[src/rtl/mac_arbiter.sv]
// mac_arbiter -- round-robin ownership arbiter in front of one mul_acc unit.
//
// A requester raises req and keeps it high for a whole sequence of ops. The
// arbiter grants ownership round-robin, forwards the owner's operands to the
// shared multiply-accumulate unit, routes op-done back to the owner and flags
// protocol violations. Only one op is in flight at a time.
//
// Ports:
//   clk, rst          clock, asynchronous active-high reset
//   req[NREQ]         ownership request (level)
//   gnt[NREQ]         one-hot ownership grant (registered)
//   iv[NREQ]          op issue strobe
//   a, b[16*NREQ]     packed operands, slice n belongs to requester n
//   a_sb[NREQ]        1 = add, 0 = subtract
//   clr[NREQ]         clear accumulator with this op
//   ov[NREQ]          op-done, owner only
//   s[16]             accumulator value (broadcast of m_s)
//   m_iv/m_a/m_b/m_a_sb/m_clr   op to mul_acc
//   m_ov, m_s         op-done and accumulator from mul_acc
//   fault, fault_src  one-cycle protocol fault pulse and offending index
module mac_arbiter #(
    parameter int NREQ    = 2,
    parameter int TIMEOUT = 15
) (
    input  logic               clk,
    input  logic               rst,
    input  logic [NREQ-1:0]    req,
    output logic [NREQ-1:0]    gnt,
    input  logic [NREQ-1:0]    iv,
    input  logic [16*NREQ-1:0] a,
    input  logic [16*NREQ-1:0] b,
    input  logic [NREQ-1:0]    a_sb,
    input  logic [NREQ-1:0]    clr,
    output logic [NREQ-1:0]    ov,
    output logic [15:0]        s,
    output logic               m_iv,
    output logic [15:0]        m_a,
    output logic [15:0]        m_b,
    output logic               m_a_sb,
    output logic               m_clr,
    input  logic               m_ov,
    input  logic [15:0]        m_s,
    output logic               fault,
    output logic [1:0]         fault_src
);
    localparam int IW  = $clog2(NREQ);
    localparam int WDW = $clog2(TIMEOUT + 1);

    typedef enum logic [1:0] {IDLE, OWN, OP} state_t;

    state_t          state_q, state_d;
    logic [NREQ-1:0] gnt_q, gnt_d;
    logic [IW-1:0]   own_q, own_d;
    logic [IW-1:0]   ptr_q, ptr_d;
    logic [WDW-1:0]  wd_q, wd_d;
    logic            first_q, first_d;   // next op is the first since grant
    logic            fault_q, fault_d;
    logic [1:0]      fsrc_q, fsrc_d;

    logic [IW:0]     pick_idle, pick_hand;
    logic [IW-1:0]   own_nxt;
    logic            own_req, own_iv, rel;
    logic [NREQ-1:0] fvec;

    // First set bit of mask at or after start, wrapping. Returns {found, index}.
    function automatic logic [IW:0] rr_pick(input logic [NREQ-1:0] mask,
                                            input logic [IW-1:0]   start);
        logic [IW:0]   r;
        logic [IW-1:0] k;
        r = '0;
        // Walk farthest-first so the nearest hit overwrites.
        for (int i = NREQ - 1; i >= 0; i--) begin
            k = IW'((int'(start) + i) % NREQ);
            if (mask[k]) r = {1'b1, k};
        end
        return r;
    endfunction

    assign own_nxt   = IW'((int'(own_q) + 1) % NREQ);
    assign own_req   = req[own_q];
    assign own_iv    = iv[own_q];
    assign pick_idle = rr_pick(req, ptr_q);
    // Handoff search starts past the releasing owner, whose req is already low.
    assign pick_hand = rr_pick(req, own_nxt);

    // Operands are steered by the owner index at all times; only m_iv/m_clr are gated.
    assign m_a       = a[16*int'(own_q) +: 16];
    assign m_b       = b[16*int'(own_q) +: 16];
    assign m_a_sb    = a_sb[own_q];
    assign s         = m_s;
    assign gnt       = gnt_q;
    assign fault     = fault_q;
    assign fault_src = fsrc_q;

    always_comb begin
        state_d = state_q;
        gnt_d   = gnt_q;
        own_d   = own_q;
        ptr_d   = ptr_q;
        wd_d    = wd_q;
        first_d = first_q;
        m_iv    = 1'b0;
        m_clr   = 1'b0;
        ov      = '0;
        rel     = 1'b0;
        // Any issue from a non-owner is dropped and reported.
        fvec    = iv & ~gnt_q;

        case (state_q)
            IDLE: begin
                if (pick_idle[IW]) begin
                    state_d = OWN;
                    own_d   = pick_idle[IW-1:0];
                    gnt_d   = '0;
                    gnt_d[pick_idle[IW-1:0]] = 1'b1;
                    first_d = 1'b1;
                end
            end
            OWN: begin
                m_clr = clr[own_q];
                if (!own_req) begin
                    rel = 1'b1;
                end else if (own_iv) begin
                    m_iv    = 1'b1;
                    state_d = OP;
                    wd_d    = '0;
                    first_d = 1'b0;
                    // Forwarded anyway; the fault only reports the missing clear.
                    if (first_q && !clr[own_q]) fvec[own_q] = 1'b1;
                end
            end
            OP: begin
                wd_d = wd_q + 1'b1;
                if (own_iv) fvec[own_q] = 1'b1;
                if (m_ov) begin
                    ov[own_q] = 1'b1;
                    state_d   = OWN;
                    // Owner let go mid-op: finish delivery, then hand off at once.
                    if (!own_req) rel = 1'b1;
                end else if (wd_q == WDW'(TIMEOUT - 1)) begin
                    fvec[own_q] = 1'b1;
                    gnt_d       = '0;
                    state_d     = IDLE;
                    ptr_d       = own_nxt;
                end
            end
            default: state_d = IDLE;
        endcase

        if (rel) begin
            ptr_d = own_nxt;
            if (pick_hand[IW]) begin
                state_d = OWN;
                own_d   = pick_hand[IW-1:0];
                gnt_d   = '0;
                gnt_d[pick_hand[IW-1:0]] = 1'b1;
                first_d = 1'b1;
            end else begin
                state_d = IDLE;
                gnt_d   = '0;
            end
        end

        fault_d = |fvec;
        fsrc_d  = '0;
        for (int i = NREQ - 1; i >= 0; i--) begin
            if (fvec[i]) fsrc_d = 2'(i);
        end
    end

    always_ff @(posedge clk or posedge rst) begin
        if (rst) begin
            state_q <= IDLE;
            gnt_q   <= '0;
            own_q   <= '0;
            ptr_q   <= '0;
            wd_q    <= '0;
            first_q <= 1'b0;
            fault_q <= 1'b0;
            fsrc_q  <= '0;
        end else begin
            state_q <= state_d;
            gnt_q   <= gnt_d;
            own_q   <= own_d;
            ptr_q   <= ptr_d;
            wd_q    <= wd_d;
            first_q <= first_d;
            fault_q <= fault_d;
            fsrc_q  <= fsrc_d;
        end
    end

endmodule

[config.mk]
export PLATFORM = sky130hd
export DESIGN_NAME = mac_arbiter
export DESIGN_NICKNAME = d
export VERILOG_FILES = /design/src/rtl/mac_arbiter.sv
export SDC_FILE = /design/constraint.sdc
export NUM_CORES = 1
export LEC_CHECK = 0
export CAP_MARGIN = 20
export CORE_ASPECT_RATIO = 1.75
export CORE_UTILIZATION = 31
export DETAILED_ROUTE_END_ITERATION = 8
export PLACE_DENSITY_LB_ADDON = 0.12
export SETUP_SLACK_MARGIN = 0.05
export SYNTH_ARGS = -nofsm -noshare
export SYNTH_HDL_FRONTEND = slang
export SYNTH_SLANG_ARGS = --single-unit
[constraint.sdc]
create_clock -name clk -period 2.3 [get_ports clk]
set_clock_uncertainty 0.15 [all_clocks]
set_input_delay 0.46 -clock clk [delete_from_list [all_inputs] [get_ports clk]]
set_output_delay 0.46 -clock clk [all_outputs]
set_load 0.02 [all_outputs]
==> results.md, run 1 <==
- Outcome: complete, no violations
- Data arrival, critical path: 1580 ps
- CTS Sinks: 13
- Setup violators final: 0
- Iteration-0 DRC Markers: 52
- Max_slew headroom: 63.2%
- Syn nets: 267
- Fillers: 458
- Post-DP Area: 2770 sq um
- Power share of the clock group: 8.3%
- Final period util: 95.1%
- Leakage: 1.24 nW
- Full die area: 5440 sq um
- Slew Limit Fails: 0
- Row cnt: 34
- DR vias: 1752
- CP Class: input pin to output pin
- Top FF cell, synth: dfrtp_1
- Port Buffer Count: 115
- Antenna cell count: 0
- Worst-margin pin slew: 551 ps
- Final core occ: 56.3%
- Initial core utilization: 32.3%
- H-tree levels: 1
- Async set-or-reset flop fraction in the synthesized netlist: 100%
- DIE HEIGHT: 96.8 microns
- Pwr dens: 976 nW/um^2
- CTS root buf: clkbuf_8
- Total track usage: 19.4%
- Sw power: 0.00122 W
- Cell variety after synth: 50
- Ports: 149
- Avg Cell Area, Syn: 9.42 sq um
- RSZ-0062 raised after global routing: yes
- Maximum clock frequency: 457 MHz
- Final wirelength: 5090 microns
- Comb power frac: 75.7%
- Seq pwr share: 16.0%
- Worst-path fanout max: 2
- Avg Vias per Cell: 5.26
- CTS tree: yes
- Cell Int Power: 0.00149 W
- Clk_lat worst skew: 260 ps
- Min Clock Period, post-route: 2190 ps
- Synth warn: 0
- Congestion Overflow GR: 0
- Maximum clock insertion buffer count: 2
- Crit-path slowest cell: clkdlybuf4s50_1
- CP peak stage delay: 500 ps
- Mapped Cells: 169
- Final WS setup: 113 ps
- Fin Hold WS: 396 ps
- Router iterations before antenna repair: 4
- Setup crit end kind: output pin
- Hpwl dp: 4320 microns
- Synth-to-Final Area Change: 74.3%
- Crit-path cells: clkdlybuf4s50_1 > nand3_2 > a21boi_2 > clkdlybuf4s15_1
- Maximum Capacitance Violations: 0
- Crit path max-delay family: buffers and inverters
- WL per Instance: 15.3 microns
- Nets: 378
- HP Class: input pin to async pin
- First-pass GRT wire length: 8400 microns
- Startpoint types: input pin
- Reg2Reg Setup Slack: 250 ps
- Seq/Total Area, Yosys: 20.4%
- CTS clk-pin slew, worst paths: 60 ps
- Hold_buf cts: 0
- GPL Wtd Cong: 0.847
- Vias in the first global route: 1913
- Post-Place Setup Slack: -184 ps
- Share of cells above drive strength 1: 24.0%
- Die W: 56.2 microns
- Worst Path Buf+Inv: 2
- Maximum vdd drop: 0.618 mV
- Crit path required time: 1690 ps
- Initial antenna violation count: 0
- DRT antenna net count: 0
- Number of flops mapped to enable cells by yosys: 0
- CTS Buf Count: 3
- Core ar.: 4930 sq um
- Synth Register Bits: 13
- Largest net degree at the start of global routing: 23
- Sw Share: 44.9%
- # DRC: 0
- Final hold vios: 0
- Setup TNS: 0 ps
- Final Instance Area: 2780 sq um
- Syn Std Cell Area: 1590 sq um
==> final timing paths <==
check,from,end,cells after the start
worst min-delay path,rst,state_q[0],2
worst max register to register,state_q[0],fault_src[0],6
max in group asynchronous,rst,own_q,2
min in group clk,wd_q[1],wd_q[1],1
worst max-delay path,req[1],m_iv,4
worst min register to register,wd_q[1],wd_q[1],1
==> cell type report <==
type | count | area (sq um) | share of cell area [%]
timing repair buffer | 133 | 1260 | 45.5
multi-input combinational | 117 | 1030 | 37.1
sequential | 13 | 327 | 11.8
tap | 54 | 67.6 | 2.43
clock buffer | 4 | 45.0 | 1.62
inverter | 12 | 45.0 | 1.62
==> sequential cells by signal, summed over array words and instances, names as in the netlist <==
| signal | flops |
|---|---|
| wd_q | 4 |
| own_q | 1 |
| first_q | 1 |
| gnt | 2 |
| fault | 1 |
| ptr_q | 1 |
| state_q | 2 |
| fault_src | 1 |
==> per-stage QoR <==
stage	cells	total power [W]
5_1_grt	333	0.00290
3_5_place_dp	328	0.00262
3_3_place_gp	328	0.00261
2_1_floorplan	169	0.00178
6_report	333	0.00271
4_1_cts	333	0.00273
==> power by group through the flow <==
stage | combinational, W | clock [W] | sequential [W]
after global placement | 0.00217 | 0 | 0.000446
after CTS | 0.00207 | 0.000223 | 0.000436
after global routing | 0.00222 | 0.000231 | 0.000452
after detailed placement | 0.00217 | 0 | 0.000451
after floorplan | 0.00134 | 0 | 0.000446
final | 0.00205 | 0.000225 | 0.000434
==> metal layers <==
metal	global-route usage (%)	wire length (microns)	up-vias	share of wire, %
met5	0	0	-	0
met4	9.94	108	0	2.1
met3	4.81	487	9	9.6
met2	36.4	2750	118	54
met1	18.7	1750	804	34
li1	-	-	821	-
==> timing repair <==
action,CTS,global route
buffers inserted,1,0
resized for setup,37,4
setup endpoints to repair,37,3
==> cells in the mapped netlist, drive strengths merged, types with 2 or more instances <==
cell type / instances / area, sq um
o2bb2ai: 2 / 17.5
mux2: 34 / 383
and4b: 2 / 20.0
mux2i: 7 / 73.8
nor3: 2 / 10.0
nor2: 5 / 18.8
nor2b: 2 / 12.5
buf: 26 / 190
nand2: 7 / 26.3
nand3: 6 / 35.0
a21o: 4 / 37.5
a21oi: 3 / 15.0
o221ai: 3 / 32.5
inv: 12 / 45.0
ha: 7 / 87.6
o21ai: 6 / 33.8
a21boi: 2 / 18.8
dfrtp: 13 / 325
a22oi: 2 / 15.0
and3: 3 / 23.8
==> cells in the final DEF (no fill, tap or decap), types with 2 or more instances in the layout <==
cell type        instances
a21o_1                   3
a21oi_1                  3
a22oi_1                  2
and3_1                   2
and4b_1                  2
buf_12                   2
buf_4                   16
clkbuf_8                 3
clkdlybuf4s50_1         78
dfrtp_1                 12
dlygate4sd2_1           35
ha_1                     6
inv_1                   12
mux2_2                  34
mux2i_1                  6
nand2_1                  7
nand3_1                  5
nor2_1                   5
nor2b_1                  2
nor3_1                   2
o21ai_0                  5
o221ai_1                 2
o2bb2ai_1                2
==> cells by family after synthesis <==
kind of cell             after synthesis  share of synthesized area, %
flip-flops                            13                          20.4
adder cells (fa/ha/maj)                7                          5.50
buffers and inverters                 39                          15.1
AND/OR/NAND/NOR                       32                          12.2
other                                  1                         0.235
AO/OA/AOI/OAI                         36                          17.9
multiplexers                          41                          28.7
(Power assumes the default switching activity.)
==> inputs of run 2 (changes only) <==
--- a/config.mk
+++ b/config.mk
@@ -8,6 +8,7 @@
 export CAP_MARGIN = 20
 export CORE_ASPECT_RATIO = 1.75
 export CORE_UTILIZATION = 31
+export CTS_CLUSTER_SIZE = 12
 export DETAILED_ROUTE_END_ITERATION = 8
 export PLACE_DENSITY_LB_ADDON = 0.12
 export SETUP_SLACK_MARGIN = 0.05
==> results of run 2 <==
No change in the layout: final DEF, timing and power equal those of run 1.
==> inputs of run 3 (changes only) <==
--- a/config.mk
+++ b/config.mk
@@ -7,7 +7,7 @@
 export LEC_CHECK = 0
 export CAP_MARGIN = 20
 export CORE_ASPECT_RATIO = 1.75
-export CORE_UTILIZATION = 31
+export CORE_UTILIZATION = 28
 export CTS_CLUSTER_SIZE = 12
 export DETAILED_ROUTE_END_ITERATION = 8
 export PLACE_DENSITY_LB_ADDON = 0.12
==> constraint.sdc (replaced) <==
create_clock -name clk -period 2 [get_ports clk]
set_clock_uncertainty 0.15 [all_clocks]
set_input_delay 0.4 -clock clk [delete_from_list [all_inputs] [get_ports clk]]
set_output_delay 0.4 -clock clk [all_outputs]
set_load 0.02 [all_outputs]
==> run 3 against run 2 <==
  * The run now ends with negative setup slack left
  * Non-clock buffer count rose by 20
  * Combinational power up 63%
  * Critical path depth stayed put
  * Sequential power increased by 14%
  * First-iteration DRC count is 3.8% higher
  * Core utilization up 3.0 points
  * Wire length rose by 13%
==> results.md, run 3 (synthesized netlist as in run 1, its figures left out) <==
- Final period util: 100%
- Final WS setup: -3.83 ps
- Pwr dens: 1250 nW/um^2
- Min Clock Period, post-route: 2000 ps
- Ports: 149
- Final Instance Area: 3280 sq um
- Maximum Capacitance Violations: 0
- Vias in the first global route: 1934
- RR Endpoint: state_q[0]
- Maximum clock frequency: 499 MHz
- First-pass GRT wire length: 8470 microns
- Maximum vdd drop: 0.548 mV
- Reg-to-Reg Start: state_q[0]
- Setup crit end kind: output pin
- GPL Wtd Cong: 0.795
- Fillers: 489
- DR vias: 1861
- H-tree levels: 1
- Router iterations before antenna repair: 4
- Worst-margin pin slew: 584 ps
- Pwr Total: 0.00410 W
- Largest register FFs: 4
- Fin Hold WS: 350 ps
- Die W: 59.0 microns
- DP Cell Count: 362
- Hpwl dp: 4600 microns
- WL per Instance: 15.3 microns
- R2R cell count: 7
- Row cnt: 36
- RSZ-0062 raised after global routing: yes
- Outcome: finished with violations
- Worst Path Buf+Inv: 3
- Slew Limit Fails: 0
- Post-DP Area: 2890 sq um
- Setup TNS: -7.00 ps
- Setup violators final: 2
- Multi-input gate area: 1190 sq um
- CTS Sinks: 13
- Antenna cell count: 0
- Initial core utilization: 28.7%
- Synth-to-Final Area Change: 106%
- Most common cell after layout, fill and taps aside: clkdlybuf4s50_1
- Largest net degree at the start of global routing: 14
- Final hold vios: 0
- CTS tree: yes
- Reg2Reg Setup Slack: 70 ps
- Data arrival, critical path: 1450 ps
- CTS root buf: clkbuf_8
- Wl on met1: 1970 microns
- Crit path required time: 1450 ps
- Total track usage: 19.0%
- Largest reg by FF count: wd_q
- Avg Vias per Cell: 4.96
- Post-Layout Cell Count: 375
- Crit-path slowest cell: dfrtp_2
- Top Layer Used: met4
- DRT antenna net count: 0
- Full die area: 6010 sq um
- WL met2: 3120 microns
- Core ar.: 5540 sq um
- Port Buffer Count: 115
- Nets: 398
- DIE HEIGHT: 102 microns
- CP Class: flip-flop to output pin
- CP peak stage delay: 450 ps
- Failing checks: negative setup slack
- Crit-path cells: buf_8 > clkbuf_16 > mux2_4 > buf_6
- Final wirelength: 5750 microns
- FF/Latch Area: 327 sq um
- CTS Buf Count: 3
- Clk_lat worst skew: 250 ps
- Iteration-0 DRC Markers: 54
- CTS clk-pin slew, worst paths: 60 ps
- Congestion Overflow GR: 0
- Worst-path fanout max: 4
- Startpoint types: flip-flop
- Crit path max-delay family: flip-flops
- # DRC: 0
- Metal3 WL: 442 microns
- Leakage: 1.51 nW
- Most frequent cells in the layout: clkdlybuf4s50_1 (78), buf_6 (37), buf_4 (27)
- Max_slew headroom: 61.0%
- Maximum clock insertion buffer count: 2
- Share of cells above drive strength 1: 43.5%
- Hold_buf cts: 0
- Initial antenna violation count: 0
- HP Class: input pin to async pin
==> run 3: area by class of cell <==
type                            count  share of cell area, %
Tap cell                           76                   2.90
Timing Repair Buffer              153                   48.2
Sequential cell                    13                   9.95
Inverter                           12                   1.37
Clock buffer                        4                   1.37
Multi-Input combinational cell    117                   36.2
==> run 3: power breakdown <==
part	total, W	leakage (nW)	internal [W]	switching (W)
Sequential	0.000496	0.159	0.000387	0.000109
Clock	0.000254	0.0228	0.000142	0.000112
Combinational	0.00335	1.33	0.00194	0.00141
Total	0.00410	1.51	0.00247	0.00163
==> run 3: timing repair <==
| action | 4_1_cts | 5_1_grt |
|---|---|---|
| endpoints found under the setup margin | 43 | 36 |
| gates resized for setup | 200 | 59 |
| pin swaps | 2 | 6 |
| setup buffers | 5 | 1 |
| hold endpoints to repair | 0 | 0 |
| cloned | 2 | 2 |
==> run 3: layer usage <==
metal	global-route usage, %	vias to the layer above
met4	9.16	0
met5	0	-
li1	-	865
met3	4.47	18
met1	18.1	863
met2	36.5	115
==> run 3: worst reg2reg max path: stages, from the launching register on <==
cell and delay (ps):
dfrtp_1 430, inv_2 80, buf_6 130, ha_4 260
buf_4 140, and3_4 180, o311a_1 320, mux2i_1 150
==> run 3: metrics by stage <==
stage | util, % | setup slack, ps
after floorplan | - | 155
after global placement | 52.1 | -343
after detailed placement | 52.1 | -375
after CTS | 54.7 | 17.4
after global routing | 59.2 | -32.0
final | 59.2 | -3.83
==> run 3: how the worst max path moves through the flow <==
stage	startpoint	endpoint	cells past startpoint
6_report	own_q	m_a[12]	4
3_5_place_dp	iv[1]	m_iv	4
2_1_floorplan	state_q[0]	gnt[0]	7
4_1_cts	own_q	m_a[11]	4
5_1_grt	own_q	m_a[8]	4
3_3_place_gp	iv[1]	m_iv	4
